`src/rtl/mips_ctrl_pkg.sv`:
```
// Shared definitions for the multicycle MIPS control block.
// Holds the FSM state encoding (also the debug `state` code), the supported
// opcodes, and the alu_op / alu_src_b / pc_src selector encodings.
package mips_ctrl_pkg;

    typedef enum logic [3:0] {
        S_IDLE      = 4'd0,
        S_FETCH     = 4'd1,
        S_DECODE    = 4'd2,
        S_MEM_ADDR  = 4'd3,
        S_MEM_READ  = 4'd4,
        S_MEM_WB    = 4'd5,
        S_MEM_WRITE = 4'd6,
        S_EXECUTE   = 4'd7,
        S_ALU_WB    = 4'd8,
        S_BRANCH    = 4'd9,
        S_JUMP      = 4'd10,
        S_ADDI_EXEC = 4'd11,
        S_ADDI_WB   = 4'd12
    } state_e;

    localparam logic [5:0] OP_RTYPE = 6'h00;
    localparam logic [5:0] OP_LW    = 6'h23;
    localparam logic [5:0] OP_SW    = 6'h2B;
    localparam logic [5:0] OP_BEQ   = 6'h04;
    localparam logic [5:0] OP_J     = 6'h02;
    localparam logic [5:0] OP_ADDI  = 6'h08;

    localparam logic [1:0] ALU_ADD   = 2'd0;
    localparam logic [1:0] ALU_SUB   = 2'd1;
    localparam logic [1:0] ALU_FUNCT = 2'd2;

    localparam logic [1:0] SRCB_RT     = 2'd0;
    localparam logic [1:0] SRCB_FOUR   = 2'd1;
    localparam logic [1:0] SRCB_IMM    = 2'd2;
    localparam logic [1:0] SRCB_IMM_SH = 2'd3;

    localparam logic [1:0] PCSRC_ALU  = 2'd0;
    localparam logic [1:0] PCSRC_AOUT = 2'd1;
    localparam logic [1:0] PCSRC_JMP  = 2'd2;

endpackage

```
`src/rtl/mips_multicycle_ctrl_if.sv`:
```
// Control bus between the multicycle MIPS controller and its datapath.
// master: the controller (drives strobes/selects, reads run/opcode/mem_ready).
// slave : the datapath/memory side (the reverse).
interface mips_multicycle_ctrl_if;
    logic       run;
    logic [5:0] opcode;
    logic       mem_ready;

    logic       pc_write;
    logic       pc_write_cond;
    logic       i_or_d;
    logic       mem_read;
    logic       mem_write;
    logic       ir_write;
    logic       mem_to_reg;
    logic       reg_dst;
    logic       reg_write;
    logic       alu_src_a;
    logic [1:0] alu_src_b;
    logic [1:0] alu_op;
    logic [1:0] pc_src;
    logic       illegal_op;
    logic       bus_err;
    logic [3:0] state;

    modport master (
        input  run, opcode, mem_ready,
        output pc_write, pc_write_cond, i_or_d, mem_read, mem_write, ir_write,
               mem_to_reg, reg_dst, reg_write, alu_src_a, alu_src_b, alu_op,
               pc_src, illegal_op, bus_err, state
    );

    modport slave (
        output run, opcode, mem_ready,
        input  pc_write, pc_write_cond, i_or_d, mem_read, mem_write, ir_write,
               mem_to_reg, reg_dst, reg_write, alu_src_a, alu_src_b, alu_op,
               pc_src, illegal_op, bus_err, state
    );
endinterface

```
`src/rtl/mips_mem_watchdog.sv`:
```
// Memory-access watchdog for the multicycle MIPS controller.
// Counts cycles spent stalled (mem_ready=0) in a memory state and flags an
// abort once MAX_WAIT stall cycles have already elapsed.
// Ports:
//   clk, rst       clock, synchronous active-high reset
//   in_mem_i       controller is in FETCH, MEM_READ or MEM_WRITE
//   mem_ready_i    memory completes the access this cycle
//   bus_err_o      abort this cycle (combinational, one-cycle pulse)
module mips_mem_watchdog #(
    parameter int MAX_WAIT = 15,
    parameter int WAIT_W   = 8
) (
    input  logic clk,
    input  logic rst,
    input  logic in_mem_i,
    input  logic mem_ready_i,
    output logic bus_err_o
);

    localparam logic [WAIT_W-1:0] MAX_CNT = WAIT_W'(MAX_WAIT);

    logic [WAIT_W-1:0] cnt_q;
    logic [WAIT_W-1:0] cnt_d;

    // A ready in the limit cycle completes the access instead of aborting.
    assign bus_err_o = in_mem_i && !mem_ready_i && (cnt_q == MAX_CNT);

    // Every exit from a memory state needs mem_ready or an abort, so clearing
    // on those (and outside memory states) makes each entry start at zero,
    // including MEM_WRITE -> FETCH back-to-back.
    always_comb begin
        if (!in_mem_i || mem_ready_i || bus_err_o) begin
            cnt_d = '0;
        end else begin
            cnt_d = cnt_q + WAIT_W'(1);
        end
    end

    always_ff @(posedge clk) begin
        if (rst) begin
            cnt_q <= '0;
        end else begin
            cnt_q <= cnt_d;
        end
    end

endmodule

```
`src/rtl/mips_multicycle_ctrl.sv`:
```
// Multicycle MIPS control FSM: sequences fetch, decode, execute, memory and
// writeback over a shared datapath, one state per cycle. Memory states stall
// on mem_ready; a watchdog (mips_mem_watchdog) aborts a hung access to IDLE.
// Ports:
//   clk, rst   clock, synchronous active-high reset
//   bus        mips_multicycle_ctrl_if.master: run/opcode/mem_ready in,
//              datapath strobes, selects, illegal_op, bus_err, state out
// Optional build macro MC_PERF_CNT_EN adds:
//   cycle_cnt  non-IDLE cycle count (wraps at 2^32)
//   instr_cnt  completed-instruction count (wraps at 2^32)
module mips_multicycle_ctrl
    import mips_ctrl_pkg::*;
#(
    parameter int MAX_WAIT = 15,
    parameter int WAIT_W   = 8
) (
    input  logic                  clk,
    input  logic                  rst,
    mips_multicycle_ctrl_if.master bus
`ifdef MC_PERF_CNT_EN
    ,
    output logic [31:0]           cycle_cnt,
    output logic [31:0]           instr_cnt
`endif
);

    state_e state_q;
    state_e state_d;
    state_e end_state;
    logic   in_mem;
    logic   bus_err;
    logic   illegal;

    assign in_mem = (state_q == S_FETCH) || (state_q == S_MEM_READ) ||
                    (state_q == S_MEM_WRITE);

    mips_mem_watchdog #(
        .MAX_WAIT (MAX_WAIT),
        .WAIT_W   (WAIT_W)
    ) u_watchdog (
        .clk         (clk),
        .rst         (rst),
        .in_mem_i    (in_mem),
        .mem_ready_i (bus.mem_ready),
        .bus_err_o   (bus_err)
    );

    // run is only sampled at instruction boundaries.
    assign end_state = bus.run ? S_FETCH : S_IDLE;

    always_comb begin
        state_d = state_q;
        illegal = 1'b0;
        case (state_q)
            S_IDLE:      if (bus.run) state_d = S_FETCH;
            S_FETCH: begin
                if (bus_err)            state_d = S_IDLE;
                else if (bus.mem_ready) state_d = S_DECODE;
            end
            S_DECODE: begin
                case (bus.opcode)
                    OP_RTYPE:      state_d = S_EXECUTE;
                    OP_LW, OP_SW:  state_d = S_MEM_ADDR;
                    OP_BEQ:        state_d = S_BRANCH;
                    OP_J:          state_d = S_JUMP;
                    OP_ADDI:       state_d = S_ADDI_EXEC;
                    default: begin
                        illegal = 1'b1;
                        state_d = end_state;
                    end
                endcase
            end
            // Only lw/sw reach MEM_ADDR, so sw vs. anything else suffices.
            S_MEM_ADDR:  state_d = (bus.opcode == OP_SW) ? S_MEM_WRITE : S_MEM_READ;
            S_MEM_READ: begin
                if (bus_err)            state_d = S_IDLE;
                else if (bus.mem_ready) state_d = S_MEM_WB;
            end
            S_MEM_WRITE: begin
                if (bus_err)            state_d = S_IDLE;
                else if (bus.mem_ready) state_d = end_state;
            end
            S_EXECUTE:   state_d = S_ALU_WB;
            S_ADDI_EXEC: state_d = S_ADDI_WB;
            S_MEM_WB, S_ALU_WB, S_BRANCH, S_JUMP, S_ADDI_WB: state_d = end_state;
            default:     state_d = S_IDLE;
        endcase
    end

    always_ff @(posedge clk) begin
        if (rst) begin
            state_q <= S_IDLE;
        end else begin
            state_q <= state_d;
        end
    end

    // Moore decode from the registered state; FETCH's ir_write/pc_write are
    // the only terms qualified by mem_ready.
    always_comb begin
        bus.pc_write      = 1'b0;
        bus.pc_write_cond = 1'b0;
        bus.i_or_d        = 1'b0;
        bus.mem_read      = 1'b0;
        bus.mem_write     = 1'b0;
        bus.ir_write      = 1'b0;
        bus.mem_to_reg    = 1'b0;
        bus.reg_dst       = 1'b0;
        bus.reg_write     = 1'b0;
        bus.alu_src_a     = 1'b0;
        bus.alu_src_b     = SRCB_RT;
        bus.alu_op        = ALU_ADD;
        bus.pc_src        = PCSRC_ALU;
        case (state_q)
            S_FETCH: begin
                bus.mem_read  = 1'b1;
                bus.alu_src_b = SRCB_FOUR;
                bus.ir_write  = bus.mem_ready;
                bus.pc_write  = bus.mem_ready;
            end
            S_DECODE:    bus.alu_src_b = SRCB_IMM_SH;
            S_MEM_ADDR: begin
                bus.alu_src_a = 1'b1;
                bus.alu_src_b = SRCB_IMM;
            end
            S_MEM_READ: begin
                bus.mem_read = 1'b1;
                bus.i_or_d   = 1'b1;
            end
            S_MEM_WB: begin
                bus.reg_write  = 1'b1;
                bus.mem_to_reg = 1'b1;
            end
            S_MEM_WRITE: begin
                bus.mem_write = 1'b1;
                bus.i_or_d    = 1'b1;
            end
            S_EXECUTE: begin
                bus.alu_src_a = 1'b1;
                bus.alu_op    = ALU_FUNCT;
            end
            S_ALU_WB: begin
                bus.reg_write = 1'b1;
                bus.reg_dst   = 1'b1;
            end
            S_BRANCH: begin
                bus.alu_src_a     = 1'b1;
                bus.alu_op        = ALU_SUB;
                bus.pc_write_cond = 1'b1;
                bus.pc_src        = PCSRC_AOUT;
            end
            S_JUMP: begin
                bus.pc_write = 1'b1;
                bus.pc_src   = PCSRC_JMP;
            end
            S_ADDI_EXEC: begin
                bus.alu_src_a = 1'b1;
                bus.alu_src_b = SRCB_IMM;
            end
            S_ADDI_WB:   bus.reg_write = 1'b1;
            default: ;
        endcase
    end

    assign bus.illegal_op = illegal;
    assign bus.bus_err    = bus_err;
    assign bus.state      = state_q;

`ifdef MC_PERF_CNT_EN
    logic [31:0] cycle_cnt_q;
    logic [31:0] instr_cnt_q;
    logic        instr_end;

    assign instr_end = (state_q == S_MEM_WB) || (state_q == S_ALU_WB) ||
                       (state_q == S_BRANCH) || (state_q == S_JUMP) ||
                       (state_q == S_ADDI_WB) ||
                       ((state_q == S_MEM_WRITE) && bus.mem_ready);

    always_ff @(posedge clk) begin
        if (rst) begin
            cycle_cnt_q <= '0;
            instr_cnt_q <= '0;
        end else begin
            if (state_q != S_IDLE) cycle_cnt_q <= cycle_cnt_q + 32'd1;
            if (instr_end)         instr_cnt_q <= instr_cnt_q + 32'd1;
        end
    end

    assign cycle_cnt = cycle_cnt_q;
    assign instr_cnt = instr_cnt_q;
`endif

endmodule
```
`src/flat_wrapper.sv`:
```
// flat-port wrapper written by rule: the top's interface ports become plain ports
module mips_multicycle_ctrl_flat import mips_ctrl_pkg::*;
#(
    parameter int MAX_WAIT = 15,
    parameter int WAIT_W   = 8
)
  (clk, rst, bus_run, bus_opcode, bus_mem_ready, bus_pc_write, bus_pc_write_cond, bus_i_or_d, bus_mem_read, bus_mem_write, bus_ir_write, bus_mem_to_reg, bus_reg_dst, bus_reg_write, bus_alu_src_a, bus_alu_src_b, bus_alu_op, bus_pc_src, bus_illegal_op, bus_bus_err, bus_state);
  mips_multicycle_ctrl_if bus_i ();
  input  logic clk;
  input  logic rst;
  input wire logic [$bits(bus_i.run)-1:0] bus_run;
  input wire logic [$bits(bus_i.opcode)-1:0] bus_opcode;
  input wire logic [$bits(bus_i.mem_ready)-1:0] bus_mem_ready;
  output wire logic [$bits(bus_i.pc_write)-1:0] bus_pc_write;
  output wire logic [$bits(bus_i.pc_write_cond)-1:0] bus_pc_write_cond;
  output wire logic [$bits(bus_i.i_or_d)-1:0] bus_i_or_d;
  output wire logic [$bits(bus_i.mem_read)-1:0] bus_mem_read;
  output wire logic [$bits(bus_i.mem_write)-1:0] bus_mem_write;
  output wire logic [$bits(bus_i.ir_write)-1:0] bus_ir_write;
  output wire logic [$bits(bus_i.mem_to_reg)-1:0] bus_mem_to_reg;
  output wire logic [$bits(bus_i.reg_dst)-1:0] bus_reg_dst;
  output wire logic [$bits(bus_i.reg_write)-1:0] bus_reg_write;
  output wire logic [$bits(bus_i.alu_src_a)-1:0] bus_alu_src_a;
  output wire logic [$bits(bus_i.alu_src_b)-1:0] bus_alu_src_b;
  output wire logic [$bits(bus_i.alu_op)-1:0] bus_alu_op;
  output wire logic [$bits(bus_i.pc_src)-1:0] bus_pc_src;
  output wire logic [$bits(bus_i.illegal_op)-1:0] bus_illegal_op;
  output wire logic [$bits(bus_i.bus_err)-1:0] bus_bus_err;
  output wire logic [$bits(bus_i.state)-1:0] bus_state;
  assign bus_i.run = bus_run;
  assign bus_i.opcode = bus_opcode;
  assign bus_i.mem_ready = bus_mem_ready;
  assign bus_pc_write = bus_i.pc_write;
  assign bus_pc_write_cond = bus_i.pc_write_cond;
  assign bus_i_or_d = bus_i.i_or_d;
  assign bus_mem_read = bus_i.mem_read;
  assign bus_mem_write = bus_i.mem_write;
  assign bus_ir_write = bus_i.ir_write;
  assign bus_mem_to_reg = bus_i.mem_to_reg;
  assign bus_reg_dst = bus_i.reg_dst;
  assign bus_reg_write = bus_i.reg_write;
  assign bus_alu_src_a = bus_i.alu_src_a;
  assign bus_alu_src_b = bus_i.alu_src_b;
  assign bus_alu_op = bus_i.alu_op;
  assign bus_pc_src = bus_i.pc_src;
  assign bus_illegal_op = bus_i.illegal_op;
  assign bus_bus_err = bus_i.bus_err;
  assign bus_state = bus_i.state;
  mips_multicycle_ctrl #(.MAX_WAIT(MAX_WAIT), .WAIT_W(WAIT_W)) u_core (.clk(clk), .rst(rst), .bus(bus_i));
endmodule
```
`config.mk`:
```
export PLATFORM = sky130hd
export DESIGN_NAME = mips_multicycle_ctrl_flat
export DESIGN_NICKNAME = d
export VERILOG_FILES = /design/src/rtl/mips_ctrl_pkg.sv /design/src/rtl/mips_multicycle_ctrl_if.sv /design/src/rtl/mips_mem_watchdog.sv /design/src/rtl/mips_multicycle_ctrl.sv /design/src/flat_wrapper.sv
export SDC_FILE = /design/constraint.sdc
export NUM_CORES = 1
export LEC_CHECK = 0
export CAP_MARGIN = 10
export CORE_MARGIN = 2
export CORE_UTILIZATION = 44
export DETAILED_ROUTE_END_ITERATION = 6
export GPL_TIMING_DRIVEN = 0
export PLACE_DENSITY_LB_ADDON = 0.05
export SYNTH_ARGS = -nofsm -noshare
export SYNTH_HDL_FRONTEND = slang
export SYNTH_SLANG_ARGS = --single-unit
```
`constraint.sdc`:
```
create_clock -name clk -period 1.9 [get_ports clk]
set_input_delay 0.19 -clock clk [delete_from_list [all_inputs] [get_ports clk]]
set_output_delay 0.19 -clock clk [all_outputs]
set_load 0.01 [all_outputs]
```
==> Flow_metrics.wiki <==
{| class="wikitable"
! Metric !! Value
|-
| DR pass1 iterations || 4
|-
| Critical path destination || bus_illegal_op
|-
| Leading cell type in the layout, fill and taps excluded || nor2_1
|-
| Fraction of layout instances using a drive strength above 1 || 19.9%
|-
| Least-Margin Pin Slew || 0.413 ns
|-
| Number of fill cells in the layout || 181
|-
| Number of placed I/O pins || 32
|-
| Total via count after detailed routing || 1006
|-
| Global-route wire length before repair || 4.05 mm
|-
| Overall track demand over capacity in global routing || 20.9%
|-
| Count of final hold-check violations || 0
|-
| # rows || 16
|-
| Number of storage elements in the synthesis netlist || 12
|-
| Kind of end point of the critical path || primary output
|-
| R2R setup slack || 0.13 ns
|-
| Tcrit/Tclk final || 97.9%
|-
| Critical path cell sequence || clkbuf_8 -> or2_2 -> nor4_1 -> clkdlybuf4s15_1
|-
| Die X || 49.3 um
|-
| Slowest library cell on the worst path || dfxtp_2
|-
| Clock root buffer || clkbuf_4
|-
| Via count of the first global-routing pass || 924
|-
| Crit path from || u_core.bus.state[3]
|-
| Residual DRC count || 0
|-
| Path type of the worst min-delay path || reg2reg
|-
| Hold-fix buffers at CTS || 0
|-
| Grt ovf || 0
|-
| Std-Cell Core Area || 0.00194 mm^2
|-
| Depth of the most critical reg-to-reg path || 5
|-
| CTS buffer count || 3
|-
| Number of inserted diodes || 0
|-
| Number of violations of the max-capacitance limit || 0
|-
| Setup Skew || 0.00729 ns
|-
| Peak supply drop || 0.000666 V
|-
| Portion of the post-synthesis area used by sequential elements || 26.6%
|-
| Critical path launch point type || flip-flop
|-
| Reg-to-reg endpoint || u_core.bus.state[1]
|-
| Leakage power summed over all cells || 0.563 nW
|-
| Total Die Area || 0.00243 mm^2
|-
| Post-CTS setup buffer count || 0
|-
| Shortest period the worst path allows || 1.86 ns
|-
| Max FO, Critical Path || 10
|-
| Slowest Stage Delay on Critical Path || 0.35 ns
|-
| Setup repair after global routing missed its margin || no
|-
| Total length of routed wires || 2.41 mm
|-
| Warning count from the yosys run || 0
|-
| Worst hold margin || 0.451 ns
|-
| Kind of critical path || reg2out
|-
| Initial Utilization || 46.5%
|-
| Average size of a mapped cell || 7.33 um^2
|-
| Power density relative to cell area || 952 mW/mm^2
|-
| Startpoint of the lowest-slack hold path || u_core.u_watchdog.cnt_q[0]
|-
| Max Clk Rate || 0.538 GHz
|-
| Tightest slew margin relative to the limit || 72.3%
|-
| Post-route ant nets || 0
|-
| TritonCTS clock tree || built
|-
| Detailed Place HPWL || 1.75 mm
|-
| Insertion delay to the later sink of the worst-skew pair || 0.26 ns
|-
| Summed instance area of the synthesized netlist || 902 um^2
|-
| Number of slew-limit violations in the final report || 0
|-
| Vert. Die Dim || 49.3 um
|-
| Placement-stage cell area || 0.00124 mm^2
|-
| Status || finished, final reports clean
|-
| Sinks on the clock net || 12
|-
| Design Area, Final || 0.00133 mm^2
|-
| Post-route core utilization || 68.4%
|-
| Post-synthesis cell type count || 44
|-
| Required time at the endpoint of the critical path || 1.71 ns
|-
| H-tree levels || 1
|-
| Count of buffers inserted at the top-level ports || 30
|-
| Post-Synthesis Net Count || 134
|-
| Data arrival time of the critical path || 1.67 ns
|-
| Area Overhead vs Synth || 47.2%
|-
| Routed via count divided by cell count || 5.50
|-
| Clk pin slew, worst setup/hold paths || 0.08 ns
|-
| Number of cells produced by synthesis || 123
|-
| Antenna violations before repair || 0
|-
| WL/cell || 13.2 um
|-
| Number of nets at the end of the flow || 168
|-
| Clock tree buffer depth || 2
|-
| Placer Congestion || 0.812
|-
| Most used cells in the layout excluding fill and tap cells || nor2_1, clkdlybuf4s50_1, dfxtp_1
|-
| Number of DRC markers after the initial detailed-route iteration || 19
|-
| Worst reg2reg startpoint || u_core.u_watchdog.cnt_q[4]
|-
| Number of setup violations in the final report || 0
|-
| Pin count of the biggest net entering global routing || 11
|}
-- per-stage QoR --
stage | TNS [ns] | std cells | power [W] | worst slack [ns]
6_report | 0 | 183 | 0.00126 | 0.0400
3_3_place_gp | -0.320 | 180 | 0.00102 | -0.153
4_1_cts | -0.00478 | 183 | 0.00124 | -0.00478
5_1_grt | 0 | 183 | 0.00135 | 0.00456
2_1_floorplan | 0 | 123 | 0.000754 | 0.289
3_5_place_dp | -0.350 | 180 | 0.00102 | -0.178
-- cell type report --
cell class,count,area [um^2],share of cell area [%]
buffer,7,61.3,4.62
tap,27,33.8,2.54
inverter,6,25.0,1.89
multi-input combinational,97,627,47.2
timing repair buffer,30,302,22.7
clock buffer,4,36.3,2.73
sequential,12,243,18.3
-- cell usage after synthesis, drive strengths merged --
cell type	n	area (um^2)
a31oi	2	12.5
inv	5	18.8
clkbuf	4	25.0
xnor2	4	35.0
nor4	2	12.5
o31a	2	18.8
and3	3	20.0
dfxtp	12	240
a2111oi	1	8.76
nand4b	1	8.76
ha	1	12.5
clkinv	1	3.75
nor3	10	50.1
a2111o	1	11.3
a21oi	8	40.0
or2	2	12.5
xor2	4	35.0
or4	3	26.3
buf	4	21.3
nor2	24	100
nand2b	4	25.0
o22ai	1	6.26
o21ai	4	20.0
nand3	5	25.0
or3	1	6.26
o32a	1	10.0
nor3b	1	7.51
mux2	1	15.0
nand2	5	18.8
a211oi	2	20.0
a41oi	1	8.76
o22a	1	8.76
and2b	1	7.51
maj3	1	10.0
-- sequential cells by signal, indices dropped and copies added, names as in the netlist --
name and flops:
u_core.u_watchdog.cnt_q 8, u_core.bus.state 4
-- timing repair --
| item | 4_1_cts | 5_1_grt |
|---|---|---|
| hold endpoints to repair | 0 | 0 |
| gates resized for setup | 23 | 11 |
| setup endpoints to repair | 17 | 8 |
-- power by group --
part / switching, W / leakage [nW] / internal (W)
Sequential: 0.0000231 / 0.0980 / 0.000281
Combinational: 0.000402 / 0.444 / 0.000365
Clock: 0.0000773 / 0.0210 / 0.000116
Total: 0.000502 / 0.563 / 0.000762
-- worst min-delay path by stage --
stage                                       endpoint  slack, ns  depth (start not counted)
after floorplan                  u_core.bus.state[0]       0.26                          1
after global placement    u_core.u_watchdog.cnt_q[0]       0.42                          1
after detailed placement  u_core.u_watchdog.cnt_q[0]       0.44                          1
after CTS                 u_core.u_watchdog.cnt_q[0]       0.45                          1
after global routing      u_core.u_watchdog.cnt_q[0]       0.48                          1
final                     u_core.u_watchdog.cnt_q[0]       0.45                          1
-- kinds of logic (layout without fill, tap and decap cells) --
kind of cell             after synthesis  after routing  share of synthesized area (%)
AO/OA/AOI/OAI                         24             24                           18.3
XOR/XNOR                               8              8                           7.77
adder cells (fa/ha/maj)                2              2                           2.50
buffers and inverters                 14             47                           7.63
flip-flops                            12             12                           26.6
multiplexers                           1              1                           1.66
AND/OR/NAND/NOR                       62             62                           35.5
-- layer usage --
layer | GRT usage, % | vias to the layer above | wire length (um)
met3 | 4.91 | 2 | 158
met1 | 25.7 | 459 | 1150
met2 | 35.1 | 41 | 1080
met5 | 0 | - | 0
li1 | - | 504 | -
met4 | 7.62 | 0 | 19
-- worst max-delay path: cells and delay by family, from the launching register on --
family,cells,cell delay (ns)
buffers and inverters,2,0.44
DFF,1,0.35
and+or+nand+nor,2,0.62
Note: power is estimated with default switching activity, not from simulation.
